$ cat src/rtl/maxnet_ctrl.sv
// Sequencing controller for the Maxnet inhibition datapath.
// Loads the neuron bank, issues inhibition iterations until a single neuron
// survives, all neurons die, or the iteration limit is reached, then reports
// the winner and termination cause.
module maxnet_ctrl #(
  parameter int unsigned N        = 4,
  parameter int unsigned MAX_ITER = 15,
  parameter int unsigned CW       = 4,
  parameter int unsigned WW       = 2
) (
  input  logic          clk,
  input  logic          rst,
  input  logic          start,
  input  logic [N-1:0]  nz,
  output logic          ld,
  output logic          upd,
  output logic          busy,
  output logic          done,
  output logic [WW-1:0] winner,
  output logic [CW-1:0] iter_count,
  output logic          timeout,
  output logic          none
);

  localparam logic [2:0] IDLE  = 3'd0;
  localparam logic [2:0] LOAD  = 3'd1;
  localparam logic [2:0] CHECK = 3'd2;
  localparam logic [2:0] ITER  = 3'd3;
  localparam logic [2:0] DONE  = 3'd4;

  localparam logic [CW-1:0] IterLimit = CW'(MAX_ITER);

  logic [2:0]    state_q, state_d;
  logic [CW-1:0] iter_q, iter_d;
  logic [WW-1:0] winner_q, winner_d;
  logic          timeout_q, timeout_d;
  logic          none_q, none_d;

  logic [WW:0]   pop;
  logic [WW-1:0] lowest;

  // Population count and lowest set index of the nonzero flags.
  // With exactly one bit set, the lowest index is also the only index.
  always_comb begin
    pop    = '0;
    lowest = '0;
    for (int i = 0; i < N; i++) begin
      pop = pop + (WW+1)'(nz[i]);
    end
    for (int i = N - 1; i >= 0; i--) begin
      if (nz[i]) lowest = WW'(i);
    end
  end

  // Next-state and result-register update.
  always_comb begin
    state_d   = state_q;
    iter_d    = iter_q;
    winner_d  = winner_q;
    timeout_d = timeout_q;
    none_d    = none_q;
    case (state_q)
      IDLE: begin
        if (start) begin
          state_d   = LOAD;
          iter_d    = '0;
          winner_d  = '0;
          timeout_d = 1'b0;
          none_d    = 1'b0;
        end
      end
      LOAD: state_d = CHECK;
      CHECK: begin
        if (pop == (WW+1)'(1)) begin
          state_d  = DONE;
          winner_d = lowest;
        end else if (nz == '0) begin
          state_d  = DONE;
          none_d   = 1'b1;
          winner_d = '0;
        end else if (iter_q == IterLimit) begin
          state_d   = DONE;
          timeout_d = 1'b1;
          winner_d  = lowest;
        end else begin
          state_d = ITER;
        end
      end
      ITER: begin
        state_d = CHECK;
        // CHECK never enters ITER at the limit; the guard just keeps the
        // counter from wrapping should that ever change.
        if (iter_q != IterLimit) iter_d = iter_q + CW'(1);
      end
      DONE: begin
        if (start) begin
          state_d   = LOAD;
          iter_d    = '0;
          winner_d  = '0;
          timeout_d = 1'b0;
          none_d    = 1'b0;
        end else begin
          state_d = IDLE;
        end
      end
      default: state_d = IDLE;
    endcase
  end

  // State and result registers, asynchronously cleared.
  always_ff @(posedge clk or negedge rst) begin
    if (!rst) begin
      state_q   <= IDLE;
      iter_q    <= '0;
      winner_q  <= '0;
      timeout_q <= 1'b0;
      none_q    <= 1'b0;
    end else begin
      state_q   <= state_d;
      iter_q    <= iter_d;
      winner_q  <= winner_d;
      timeout_q <= timeout_d;
      none_q    <= none_d;
    end
  end

  // Moore outputs decoded from registered state.
  always_comb begin
    ld         = (state_q == LOAD);
    upd        = (state_q == ITER);
    busy       = (state_q != IDLE);
    done       = (state_q == DONE);
    winner     = winner_q;
    iter_count = iter_q;
    timeout    = timeout_q;
    none       = none_q;
  end

endmodule

$ cat config.mk
export PLATFORM = sky130hd
export DESIGN_NAME = maxnet_ctrl
export DESIGN_NICKNAME = d
export VERILOG_FILES = /design/src/rtl/maxnet_ctrl.sv
export SDC_FILE = /design/constraint.sdc
export NUM_CORES = 1
export LEC_CHECK = 0
export CAP_MARGIN = 20
export CELL_PAD_IN_SITES_DETAIL_PLACEMENT = 1
export CELL_PAD_IN_SITES_GLOBAL_PLACEMENT = 1
export CORE_MARGIN = 2
export CORE_UTILIZATION = 34
export CTS_BUF_LIST = sky130_fd_sc_hd__clkbuf_4 sky130_fd_sc_hd__clkbuf_8 sky130_fd_sc_hd__clkbuf_16
export DETAILED_ROUTE_END_ITERATION = 10
export PLACE_DENSITY = 0.75
export SLEW_MARGIN = 20
export SYNTH_ARGS = -nofsm -noshare
export SYNTH_HDL_FRONTEND = slang
export SYNTH_SLANG_ARGS = --single-unit
$ cat constraint.sdc
create_clock -name clk -period 1.8 [get_ports clk]
set_clock_uncertainty 0.15 [all_clocks]
set_input_delay 0.27 -clock clk [delete_from_list [all_inputs] [get_ports clk]]
set_output_delay 0.27 -clock clk [all_outputs]
set_load 0.05 [all_outputs]
# Word-level counts from Yosys, hierarchy flattened
# Cells that the tools add are included.
# Widths: inputs -> output; s select.
[word_totals]
regBits = 11
wordCells = 61
in_bits = 7
output_inout_bits = 12
[classes]
n_addsub = 4
eq_ne = 15
reduce_logical = 11
n_mux = 26
[op_table]
columns = ["operator", "count"]
rows = [
  ["$mux 2", 8],
  ["$mux 3", 4],
  ["$pmux 3 s4", 1],
  ["$ne 2x2->1 const B", 5],
  ["$mux 4", 2],
  ["$ne 4x4->1 const B", 2],
  ["$pmux 4 s2", 1],
  ["$mux 1", 7],
  ["$eq 3x1->1 const B", 2],
  ["$eq 3x2->1 const B", 2],
  ["$reduce_and 3->1", 2],
  ["$reduce_and 5->1", 1],
  ["$add 4x1->4 const B", 1],
  ["$eq 4x4->1 const B", 1],
  ["$logic_not 4->1", 1],
  ["$ne 2x1->1 const B", 2],
  ["$pmux 1 s2", 2],
  ["$pmux 2 s2", 1],
  ["$reduce_and 4->1", 1],
  ["$reduce_bool 2->1", 2],
  ["$reduce_or 2->1", 2],
  ["$add 2x1->3", 1],
  ["$add 3x1->3", 1],
  ["$eq 3x3->1 const B", 1],
  ["3 further kinds", 3],
]

# Longest topological paths before layout
# Gate-level depths: netlist of the first run.
[depth]
depth_word = 8
ltp_mapped = 9
ltp_nobuf = 9

# Worst setup path before layout of the first run
# Ideal clock, no wire load.
[synth_path]
path_type = "input-to-reg"
startpoint = "input nz[0]"
endpoint = "register winner_q[0] (netlist: winner[0])"
path_slack_ps = -724
t_required_ps = 1524
path_stages = 9
arrival_time_ps = 2248
path_cell_list = "inv_1 fa_1 inv_1 ha_1 ha_1 or3b_2 nand4_2 o41ai_1 a221o_1"
[synth_between]
elab_chain_len = 6
word_cells_on_any_way = 12
cone_classes = "3 x add/sub; 2 x eq/ne; 5 x mux; 2 x reduce/logical"
[synth_rtl]
columns = ["element", "line_no", "text"]
rows = [
  ["start: declaration", "14", "input logic [N-1:0] nz,"],
  ["$add 1x1->2", "48", "pop = pop + (WW+1)'(nz[i]);"],
  ["$add 2x1->3", "48", ""],
  ["$add 3x1->3", "48", ""],
  ["$eq 3x1->1", "74", "if (pop == (WW+1)'(1)) begin"],
  ["$ne 4x4->1 (no line) or $mux 2 (tied branches)", "n/a", ""],
  ["$reduce_and 3->1 (no line) or $pmux 2 s2 (tied branches)", "n/a", ""],
  ["end signal: assignment", "121", "winner_q <= winner_d;"],
  ["end: declaration", "35", "logic [WW-1:0] winner_q, winner_d;"],
]
# Parallel ways exist; a longest one is shown, timed or not. The select of a mux whose other input is x is not followed.
# A chain may end at the register's enable or synchronous reset.

# Worst setup path after layout of the first run
# Same ends and word-level chain as after synthesis.

==> results of run 1 <==
-- worst max path at each step --
| stage | slack, ns | cells past startpoint | from | to |
|---|---|---|---|---|
| detailed placement | -1.22 | 10 | nz[3] | winner[0] |
| CTS | -0.44 | 10 | nz[3] | winner[0] |
| global placement | -1.17 | 10 | nz[3] | winner[0] |
| global route | -0.48 | 11 | nz[0] | winner[1] |
| finish | -0.42 | 10 | nz[0] | winner[0] |
| floorplan | -0.53 | 9 | nz[3] | winner[0] |
-- power groups by stage --
stage	combinational, mW	sequential [mW]	clock [mW]
after floorplan	0.440	0.608	0
after global placement	0.945	0.425	0
after detailed placement	0.975	0.431	0
after CTS	1.02	0.432	0.192
after global routing	1.10	0.461	0.204
final	1.04	0.445	0.190
-- sequential cells by signal, indices dropped and copies added (netlist names) --
register    cells
timeout         1
iter_count      4
winner          2
state_q         3
none            1
-- synth_stat cells (2+ instances only) --
cell / instances
and3_1: 3
dfrtp_1: 11
inv_1: 7
nor3b_1: 3
mux2i_1: 2
o21ai_1: 2
xor2_1: 2
nand3_1: 3
nor3_1: 2
a21oi_1: 3
ha_1: 4
nor2_1: 6
nand2_1: 5
-- layout make-up --
cell class | instances | area, µm² | area share
multi-input combinational | 49 | 428 | 0.390
timing repair buffer | 31 | 294 | 0.268
sequential | 11 | 275 | 0.251
inverter | 7 | 36.3 | 0.0331
tap | 27 | 33.8 | 0.0308
clock buffer | 4 | 30.0 | 0.0274
-- kinds of logic (layout without fill, tap and decap cells) --
family | Yosys count | after routing | synth area share
mux | 2 | 2 | 0.0299
compound gates | 10 | 10 | 0.105
flops | 11 | 11 | 0.411
fa+ha+maj | 5 | 5 | 0.105
xor+xnor | 2 | 2 | 0.0262
buf+inv | 9 | 42 | 0.0617
simple gates | 30 | 30 | 0.262
-- routing by layer --
layer / wire length [µm] / track usage
met1: 831 / 0.237
met2: 969 / 0.289
met3: 61 / 0.0216
met4: 12 / 0.0571
met5: 0 / 0
-- metrics by stage --
step	hold slack, ns	instances	instance area, µm²	power, mW	setup WS [ns]
finish	0.148	129	1100	1.67	-0.422
global route	0.177	129	1100	1.77	-0.483
detailed placement	0.350	123	996	1.41	-1.22
floorplan	-0.176	69	708	1.05	-0.528
global placement	0.345	123	996	1.37	-1.17
CTS	0.150	129	1070	1.65	-0.437
-- timing repair --
item,4_1_cts,5_1_grt
gates resized for setup,23,9
pin swaps,8,7
buffers inserted,2,1
hold buffers,0,0
endpoints found under the setup margin,8,8
-- worst register-to-register path, cell delays in order, from the launching register on --
cell	delay (ns)
dfrtp_1	0.47
or3b_1	0.49
nand4_2	0.13
o41ai_2	0.08
a221o_1	0.31
==> results by group, run 1 <==
Status
  – Status: finished, violations left
  – Failing checks: setup timing

Critical path
  – CP Cell Sequence: buf_8 -> inv_4 -> fa_1 -> inv_1 -> ha_2 -> ha_4 -> or3b_4 -> nand4_2 -> o41ai_2 -> a221o_1
  – RR Endpoint: winner[0]
  – Kind of start point of the critical path: input pin
  – Critical Path RT: 1.80 ns
  – Endpoint class of the critical path: flop
  – CP bufs+invs: 3
  – Critical Path Fanout Max: 2
  – CP arrival: 2.22 ns
  – Delay-heaviest family, CP: adder cells
  – Crit path largest cell delay: 0.53 ns
  – Crit-path slowest cell: fa_1
  – Worst Setup Path Type: input pin to flop
  – R2R cell count: 4
  – Reg2reg start: state_q[0]
  – R2R Setup Slk: 0.05 ns

Power
  – Power Density: 1520 nW/µm²
  – Clock power share: 0.114
  – Switching share of power: 0.488
  – Comb power frac: 0.621
  – Switch Pwr: 816 µW
  – Leakage: 0.523 nW
  – Sequential share of power: 0.266
  – Internal power: 857 µW
  – Worst VDD drop: 873 µV

Die
  – Site Rows: 16
  – Die ar.: 2340 µm²
  – Core area: 1900 µm²
  – # IOs: 19
  – Die X: 48.4 µm
  – Die Span Y: 48.4 µm
  – Starting Density: 0.352

Hold path
  – Hold_sp: nz[1]
  – Hold-critical path depth: 3
  – Worst Hold Endpoint: winner[1]
  – Hold WC Path Type: input pin to flop

Clock network
  – CTS Sinks: 11
  – CTS Root Cell: clkbuf_4
  – Worst skew pair latency: 0.27 ns
  – CTS tree: yes
  – Maximum clock path buffer count: 2
  – CTS Buf Count: 3
  – CTS H-tree lvls: 1
  – Clock transition at path regs: 0.08 ns

Routing
  – Vias: 639
  – Antenna viol nets, final: 0
  – Drt wl/cell: 14.5 µm
  – Drt pass-1 iters: 4
  – Via density: 4.95
  – Starting DRT DRC Count: 3
  – Residual DRC: 0
  – Routed WL: 1.87 mm

Timing
  – Slew headroom: 0.657
  – RSZ-0062 raised after global routing: yes
  – Setup tns final: -2.18 ns
  – Pins Over Slew Limit: 0
  – Hold Fails Final Rpt: 0
  – Tmin final: 2.22 ns
  – Setup violators final: 7
  – Final setup margin: -0.422 ns
  – Worst Tran Pin Value: 0.512 ns
  – Max Clk Rate: 450 MHz
  – Tcrit/Tclk final: 1.23

Place
  – IO buf count: 18
  – Post-DP HPWL: 1.48 mm
  – Final Wtd Congestion: 0.748

Global routing
  – Initial antenna violation count: 0
  – Grt ovf: 0
  – First-pass GRT wire length: 3.17 mm
  – Largest net degree at the start of global routing: 12
  – GRT Total Usage: 0.174
  – Number of global-route vias before repair: 656

Layout
  – Most frequent cells in the layout: buf_4 (21), dfrtp_1 (11), nand2_1 (5)
  – Most common cell after layout, fill and taps aside: buf_4
  – # diodes: 0
  – NumNets Final: 115
  – Ratio of cells with drive above 1 in the final layout: 0.471
  – Layout area overhead: 63.9%
  – Fillers: 214
  – Core Util, Final: 0.577

Flow run
  – Max Cap Violations: 0

Synth
  – Synth warn: 0
  – Register area share after synthesis: 0.411
  – Mapped Cells: 69
  – FF+latch count, synth: 11
  – Avg Inst Size Synth: 9.70 µm²
  – Yosys top cell area share: 0.411
  – Post-synth EDFFs: 0
  – Prevailing post-synth register cell: dfrtp_1
  – Area leader, netlist: dfrtp_1
  – Area of the mapped netlist: 669 µm²
  – Top post-synthesis cells by area: dfrtp_1 (41%), ha_1 (7.5%), inv_1 (3.9%)
  – FFs w/ async S/R, synth: 1.00
  – Syn Nets: 81
  – Post-synthesis cell type count: 29
Power figures use the tool's default switching activity.
==> run 2: changes to the inputs <==
HOLD_SLACK_MARGIN = 0.06   (was not set)
SLEW_MARGIN = not set   (was 20)
==> results of run 2 <==
Final layout, timing and power as in run 1 (identical DEF).
